--- src/rtl/rv_core_pkg.sv ---
// Shared core constants: PC sequencer state encoding and address defaults.
package rv_core_pkg;

  typedef enum logic [1:0] {
    ST_BOOT  = 2'b00,
    ST_RUN   = 2'b01,
    ST_STALL = 2'b10,
    ST_HALT  = 2'b11
  } state_e;

  localparam int unsigned        PC_STEP          = 4;
  localparam int unsigned        ADDR_W_DEF       = 64;
  localparam logic [ADDR_W_DEF-1:0] RESET_VECTOR_DEF = '0;

endpackage

--- src/rtl/pc_wrap_align.sv ---
// Turns a candidate PC into the value actually loaded: word-aligned, and
// folded back to RESET_VECTOR when it falls outside instruction memory.
module pc_wrap_align #(
  parameter int unsigned       ADDR_W       = 64,
  parameter logic [ADDR_W-1:0] PC_LIMIT     = ADDR_W'(16),
  parameter logic [ADDR_W-1:0] RESET_VECTOR = '0
) (
  input  logic [ADDR_W-1:0] cand_i,
  output logic [ADDR_W-1:0] addr_o,
  output logic              wrap_o,
  output logic              misalign_o
);

  logic [ADDR_W-1:0] aligned;

  assign aligned    = {cand_i[ADDR_W-1:2], 2'b00};
  assign misalign_o = (cand_i[1:0] != 2'b00);
  // The +4 path overflows modulo 2^ADDR_W into a small value only if PC_LIMIT
  // is huge; with any real limit the overflowed sum is already >= PC_LIMIT.
  assign wrap_o     = (aligned >= PC_LIMIT);
  assign addr_o     = wrap_o ? RESET_VECTOR : aligned;

endmodule

--- src/rtl/pc_sequencer.sv ---
// Next-PC controller: boot delay, +4 advance, branch redirects, stall with a
// pending-redirect slot, and halt/resume. Every PC update passes the wrap rule.
module pc_sequencer
  import rv_core_pkg::*;
#(
  parameter int unsigned       ADDR_W       = ADDR_W_DEF,
  parameter logic [ADDR_W-1:0] PC_LIMIT     = ADDR_W'(16),
  parameter logic [ADDR_W-1:0] RESET_VECTOR = RESET_VECTOR_DEF,
  parameter int unsigned       BOOT_CYCLES  = 2
) (
  input  logic              clk,
  input  logic              reset,
  input  logic              branch_taken,
  input  logic [ADDR_W-1:0] branch_target,
  input  logic              stall,
  input  logic              halt_req,
  input  logic              resume,
  input  logic              fetch_ready,
  output logic [ADDR_W-1:0] pc_out,
  output logic [ADDR_W-1:0] pc_next,
  output logic              fetch_valid,
  output logic              wrapped,
  output logic              misaligned,
  output logic [1:0]        state
);

  localparam int CNT_W = 4;

  state_e            state_q, state_d;
  logic [CNT_W-1:0]  cnt_q, cnt_d;
  logic [ADDR_W-1:0] pc_q;
  logic              pend_valid_q, pend_valid_d;
  logic [ADDR_W-1:0] pend_addr_q, pend_addr_d;
  logic              wrap_q, mis_q;

  logic              upd, redir;
  logic [ADDR_W-1:0] cand, wa_addr;
  logic              wa_wrap, wa_mis;

  pc_wrap_align #(
    .ADDR_W       (ADDR_W),
    .PC_LIMIT     (PC_LIMIT),
    .RESET_VECTOR (RESET_VECTOR)
  ) u_wrap_align (
    .cand_i     (cand),
    .addr_o     (wa_addr),
    .wrap_o     (wa_wrap),
    .misalign_o (wa_mis)
  );

  always_ff @(posedge clk or posedge reset) begin
    if (reset) begin
      state_q      <= ST_BOOT;
      cnt_q        <= '0;
      pc_q         <= RESET_VECTOR;
      pend_valid_q <= 1'b0;
      pend_addr_q  <= '0;
      wrap_q       <= 1'b0;
      mis_q        <= 1'b0;
    end else begin
      state_q      <= state_d;
      cnt_q        <= cnt_d;
      pc_q         <= pc_next;
      pend_valid_q <= pend_valid_d;
      pend_addr_q  <= pend_addr_d;
      wrap_q       <= upd & wa_wrap;
      mis_q        <= upd & redir & wa_mis;
    end
  end

  always_comb begin
    state_d      = state_q;
    cnt_d        = cnt_q;
    pend_valid_d = pend_valid_q;
    pend_addr_d  = pend_addr_q;
    upd          = 1'b0;
    redir        = 1'b0;
    cand         = pc_q + ADDR_W'(PC_STEP);
    case (state_q)
      ST_BOOT: begin
        cnt_d = cnt_q + 4'd1;
        if (cnt_q == CNT_W'(BOOT_CYCLES - 1)) begin
          state_d = ST_RUN;
          cnt_d   = '0;
        end
      end
      ST_RUN: begin
        if (halt_req) state_d = ST_HALT;
        else if (branch_taken) begin
          upd   = 1'b1;
          redir = 1'b1;
          cand  = branch_target;
        end
        else if (stall) state_d = ST_STALL;
        else if (fetch_ready) upd = 1'b1;
      end
      ST_STALL: begin
        if (halt_req) state_d = ST_HALT;
        else if (!stall) begin
          // A branch arriving on the release cycle is newer than the pending one.
          state_d      = ST_RUN;
          pend_valid_d = 1'b0;
          if (branch_taken || pend_valid_q) begin
            upd   = 1'b1;
            redir = 1'b1;
            cand  = branch_taken ? branch_target : pend_addr_q;
          end
        end
        else if (branch_taken) begin
          pend_valid_d = 1'b1;
          pend_addr_d  = branch_target;
        end
      end
      ST_HALT: begin
        if (resume && !halt_req) begin
          state_d      = ST_RUN;
          pend_valid_d = 1'b0;
          if (pend_valid_q) begin
            upd   = 1'b1;
            redir = 1'b1;
            cand  = pend_addr_q;
          end
        end
      end
      default: state_d = ST_BOOT;
    endcase
  end

  always_comb begin
    fetch_valid = (state_q == ST_RUN);
    pc_next     = upd ? wa_addr : pc_q;
  end

  assign pc_out     = pc_q;
  assign wrapped    = wrap_q;
  assign misaligned = mis_q;
  assign state      = state_q;

endmodule

--- config.mk ---
export PLATFORM = sky130hd
export DESIGN_NAME = pc_sequencer
export DESIGN_NICKNAME = d
export VERILOG_FILES = /design/src/rtl/rv_core_pkg.sv /design/src/rtl/pc_wrap_align.sv /design/src/rtl/pc_sequencer.sv
export SDC_FILE = /design/constraint.sdc
export NUM_CORES = 1
export LEC_CHECK = 0
export CAP_MARGIN = 20
export CORE_AREA = 2 2 143 145
export DETAILED_ROUTE_END_ITERATION = 12
export DIE_AREA = 0 0 145 147
export PLACE_DENSITY_LB_ADDON = 0.15
export SYNTH_ARGS = -nofsm -noshare
export SYNTH_HDL_FRONTEND = slang
export SYNTH_SLANG_ARGS = --single-unit
--- constraint.sdc ---
create_clock -name clk -period 14.3 [get_ports clk]
set_clock_uncertainty 0.1 [all_clocks]
set_input_delay 2.86 -clock clk [delete_from_list [all_inputs] [get_ports clk]]
set_output_delay 2.86 -clock clk [all_outputs]
set_load 0.03 [all_outputs]
==> results by group <==
Status
  • Status: complete, no violations

Power
  • Comb power frac: 26.2%
  • Sw Pwr: 0.436 mW
  • Internal power: 0.885 mW
  • Power share of the clock group: 33.4%
  • Sequential share of power: 40.4%
  • Lkg Pwr: 4.17 nW
  • VDD IR max: 0.0985 mV
  • Net Sw Frac: 33.0%
  • Cell Pwr Density: 128 mW/mm2

Die
  • Chip width: 145 um
  • Core ar.: 0.0198 mm2
  • # rows: 52
  • DIE HEIGHT: 147 um
  • Starting Density: 37.5%
  • # IOs: 204
  • Die area: 0.0213 mm2

CTS
  • Num CTS Buffers: 17
  • CTS tree: yes
  • Clock net sink count: 137
  • Clock Tree Buf Depth: 2
  • # hold bufs at CTS: 0
  • CTS clk-pin slew, worst paths: 0.06 ns
  • Root Driver: clkbuf_16
  • Clock latency on the worst-skew pair: 0.43 ns
  • Post-CTS resize count: 0
  • Total number of H-tree levels: 4
  • Setup Fix Bufs, Post-CTS: 0

Routing
  • WL met1: 10.6 mm
  • DR WL/cell: 19.0 um
  • Vias: 6637
  • Routed vias/inst: 5.54
  • DR WL met3: 1.49 mm
  • Routed WL: 22.7 mm
  • Routed wl met2: 10.3 mm
  • Post-detailed-route count of antenna-violating nets: 0
  • DRT iter0 DRCs: 349
  • DRC errors left: 0
  • DRT Pass-1 Iters: 5
  • Uppermost layer routed: met4

GRT
  • Total global routing overflow: 0
  • First-pass GRT wire length: 36.3 mm
  • Number of global-route vias before repair: 6604
  • GRT Overall Usage: 21.4%
  • Initial antenna violation count: 0
  • Pin count of the biggest net entering global routing: 83

Yosys
  • Cells after Synth: 725
  • Synth Area in XOR/XNOR: 3.53%
  • Prevailing post-synth register cell: dfrtp_1
  • FFs w/ async S/R, synth: 100%
  • Post-synthesis simple-gate area fraction: 25.5%
  • Complex-gate fraction of the synthesized area: 10.4%
  • Synthesized area per cell: 10.3 um2
  • EDFF count, synth: 0
  • Syn Nets: 801
  • Yosys reg bits: 137
  • Mapped Area: 0.00744 mm2
  • Library cells used by synthesis: 74
  • Mux share of post-synthesis cell area: 10.8%
  • Yosys warnings: 0
  • Sequential share of the synthesized area: 46.1%
  • Largest family of logic cells by synthesized area: simple AND/OR/NAND/NOR gates
  • Fraction of the mapped netlist area in adder cells: 0.841%

Cells and area
  • Util after Layout: 52.0%
  • Fillers: 1830
  • Ant. Diodes: 0
  • Nets: 990
  • Layout cells sized above 1: 13.4%
  • Area grow syn2layout: 38.7%

Critical path
  • Slowest stage delay, CP: 0.89 ns
  • CP Launch Type: input port
  • WP data required: 11.34 ns
  • Worst-path maximum fanout: 67
  • Critical path cell sequence: clkdlybuf4s50_1, nor2_1, nor3_1, a221oi_1, a21oi_4, buf_4, nand2_1, nor4_1, nand4_1, o22ai_1, clkdlybuf4s50_1
  • Most frequent CP cell: clkdlybuf4s50_1
  • Worst r2r path cells: 9
  • CP arrival: 6.80 ns
  • CP Class: input port to primary output
  • Worst path slowest cell: clkdlybuf4s50_1
  • Critical path capture point type: primary output

STA
  • Minimum clock period: 9.76 ns
  • Max Freq: 0.103 GHz
  • Final Max Slew Viols: 0
  • Slew headroom: 44.8%
  • Final setup fails: 0
  • Period utilisation layout: 68.2%
  • RSZ-0062 raised after global routing: no
  • Final Hold Fails: 0
  • Post-Route Setup TNS: 0 ns
  • Slew @ Worst Pin: 0.828 ns

Flow run
  • MaxCap Viol Count: 0

Placement
  • IO buf count: 203
  • Final weighted congestion in routability-driven placement: 0.848
  • Detail Placement HPWL: 16.7 mm

Hold path
  • Hold Path Depth: 1
  • Hold WC Path Type: flip-flop to flip-flop
power by group through the flow:
stage | logic, mW | clock network [mW] | registers, mW
2_1_floorplan | 0.237 | 0 | 0.529
3_3_place_gp | 0.341 | 0 | 0.537
3_5_place_dp | 0.345 | 0 | 0.539
4_1_cts | 0.347 | 0.450 | 0.532
5_1_grt | 0.380 | 0.467 | 0.545
6_report | 0.347 | 0.441 | 0.533
worst max-delay path, delay by kind of cell:
kind	cells	cell delay (ns)
buffers and inverters	3	2.21
AND/OR/NAND/NOR	5	1.03
AO/OA/AOI/OAI	3	0.68
layout by cell type, fill, tap and decap left out, types with 5 or more instances in the layout:
cell type	count
or4_1	7
nand2_1	48
clkbuf_16	17
and2_1	5
nor4_1	43
o211ai_1	5
mux2i_1	7
xor2_1	8
nand3_1	28
nand4_1	28
o21ai_0	21
nor2b_1	61
a22oi_1	5
a211oi_1	6
clkdlybuf4s50_1	203
xnor2_1	22
and3_1	12
ha_1	5
a221oi_1	5
or3_1	6
nand2b_1	9
and4_1	10
nor3_1	17
a21oi_1	11
inv_1	12
dfrtp_1	137
mux2_2	65
a31oi_1	10
inv_6	7
nor2_1	23
final cells by class:
cell class	count	area, um2	share of cell area, %
Sequential cell	137	3430	33.3
Inverter	14	57.6	0.558
Timing Repair Buffer	209	2090	20.3
Tap cell	270	338	3.28
Multi-Input combinational cell	535	3810	37.0
Clock inverter	14	149	1.44
Clock buffer	18	429	4.16
registers in the layout, indices dropped and copies added, names as in the netlist:
register and cells:
cnt_q 4, pc_out 64, state 2, misaligned 1, pend_addr_q 64, wrapped 1
pend_valid_q 1
synthesized netlist by cell type, drive strengths merged (5+ instances only):
master / instances / area (um2)
nand2: 48 / 180
nand2b: 9 / 56.3
or3: 6 / 37.5
dfrtp: 137 / 3430
nand3: 30 / 155
a211oi: 6 / 45.0
a21oi: 12 / 60.1
nor4: 46 / 315
nand4: 29 / 196
o22ai: 5 / 37.5
or4: 8 / 63.8
ha: 5 / 62.6
o21ai: 22 / 110
nor2b: 61 / 382
mux2: 65 / 732
a221oi: 6 / 58.8
mux2i: 7 / 70.1
and4: 10 / 87.6
xnor2: 22 / 193
buf: 6 / 33.8
a31oi: 10 / 62.6
nor2: 23 / 86.3
inv: 13 / 48.8
a22oi: 5 / 37.5
and3: 12 / 75.1
o211ai: 5 / 37.5
nor3: 18 / 95.1
and2: 5 / 31.3
clkbuf: 33 / 124
xor2: 8 / 70.1
worst paths after layout:
kind	startpoint	to	slack [ns]
setup / recovery	branch_taken	pc_next[3]	4.54
hold / removal	cnt_q[3]$_DFFE_PP0P_	cnt_q[3]$_DFFE_PP0P_	0.40
setup reg to reg	pc_out[2]$_DFF_PP0_	wrapped$_DFF_PP0_	10.37
hold reg to reg	cnt_q[3]$_DFFE_PP0P_	cnt_q[3]$_DFFE_PP0P_	0.40
max in group asynchronous	reset	pend_addr_q[57]$_DFFE_PP0P_	10.37
min in group asynchronous	reset	state[0]$_DFFE_PP0P_	2.75
through the flow:
step,area [um2],setup slack [ns],std cells,total power [mW],hold WS [ns]
2_1_floorplan,7440,6.04,725,0.766,0.360
3_3_place_gp,9690,4.37,1162,0.878,0.386
3_5_place_dp,9690,4.36,1162,0.884,0.390
4_1_cts,10300,4.39,1194,1.33,0.403
5_1_grt,10300,4.20,1197,1.39,0.422
6_report,10300,4.54,1197,1.32,0.405
cells by family (layout without fill, tap and decap cells):
family	Yosys count	in the layout
buf+inv	53	255
xor+xnor	30	30
mux	72	72
compound gates	107	107
simple gates	321	321
fa+ha+maj	5	5
flops	137	137
per-layer routing:
metal  GRT usage [%]  vias up
met5               0        -
met4            5.59        0
met3            5.56       17
met2            32.8      238
met1            30.4     3250
li1                -     3132
Note: power is estimated with default switching activity, not from simulation.
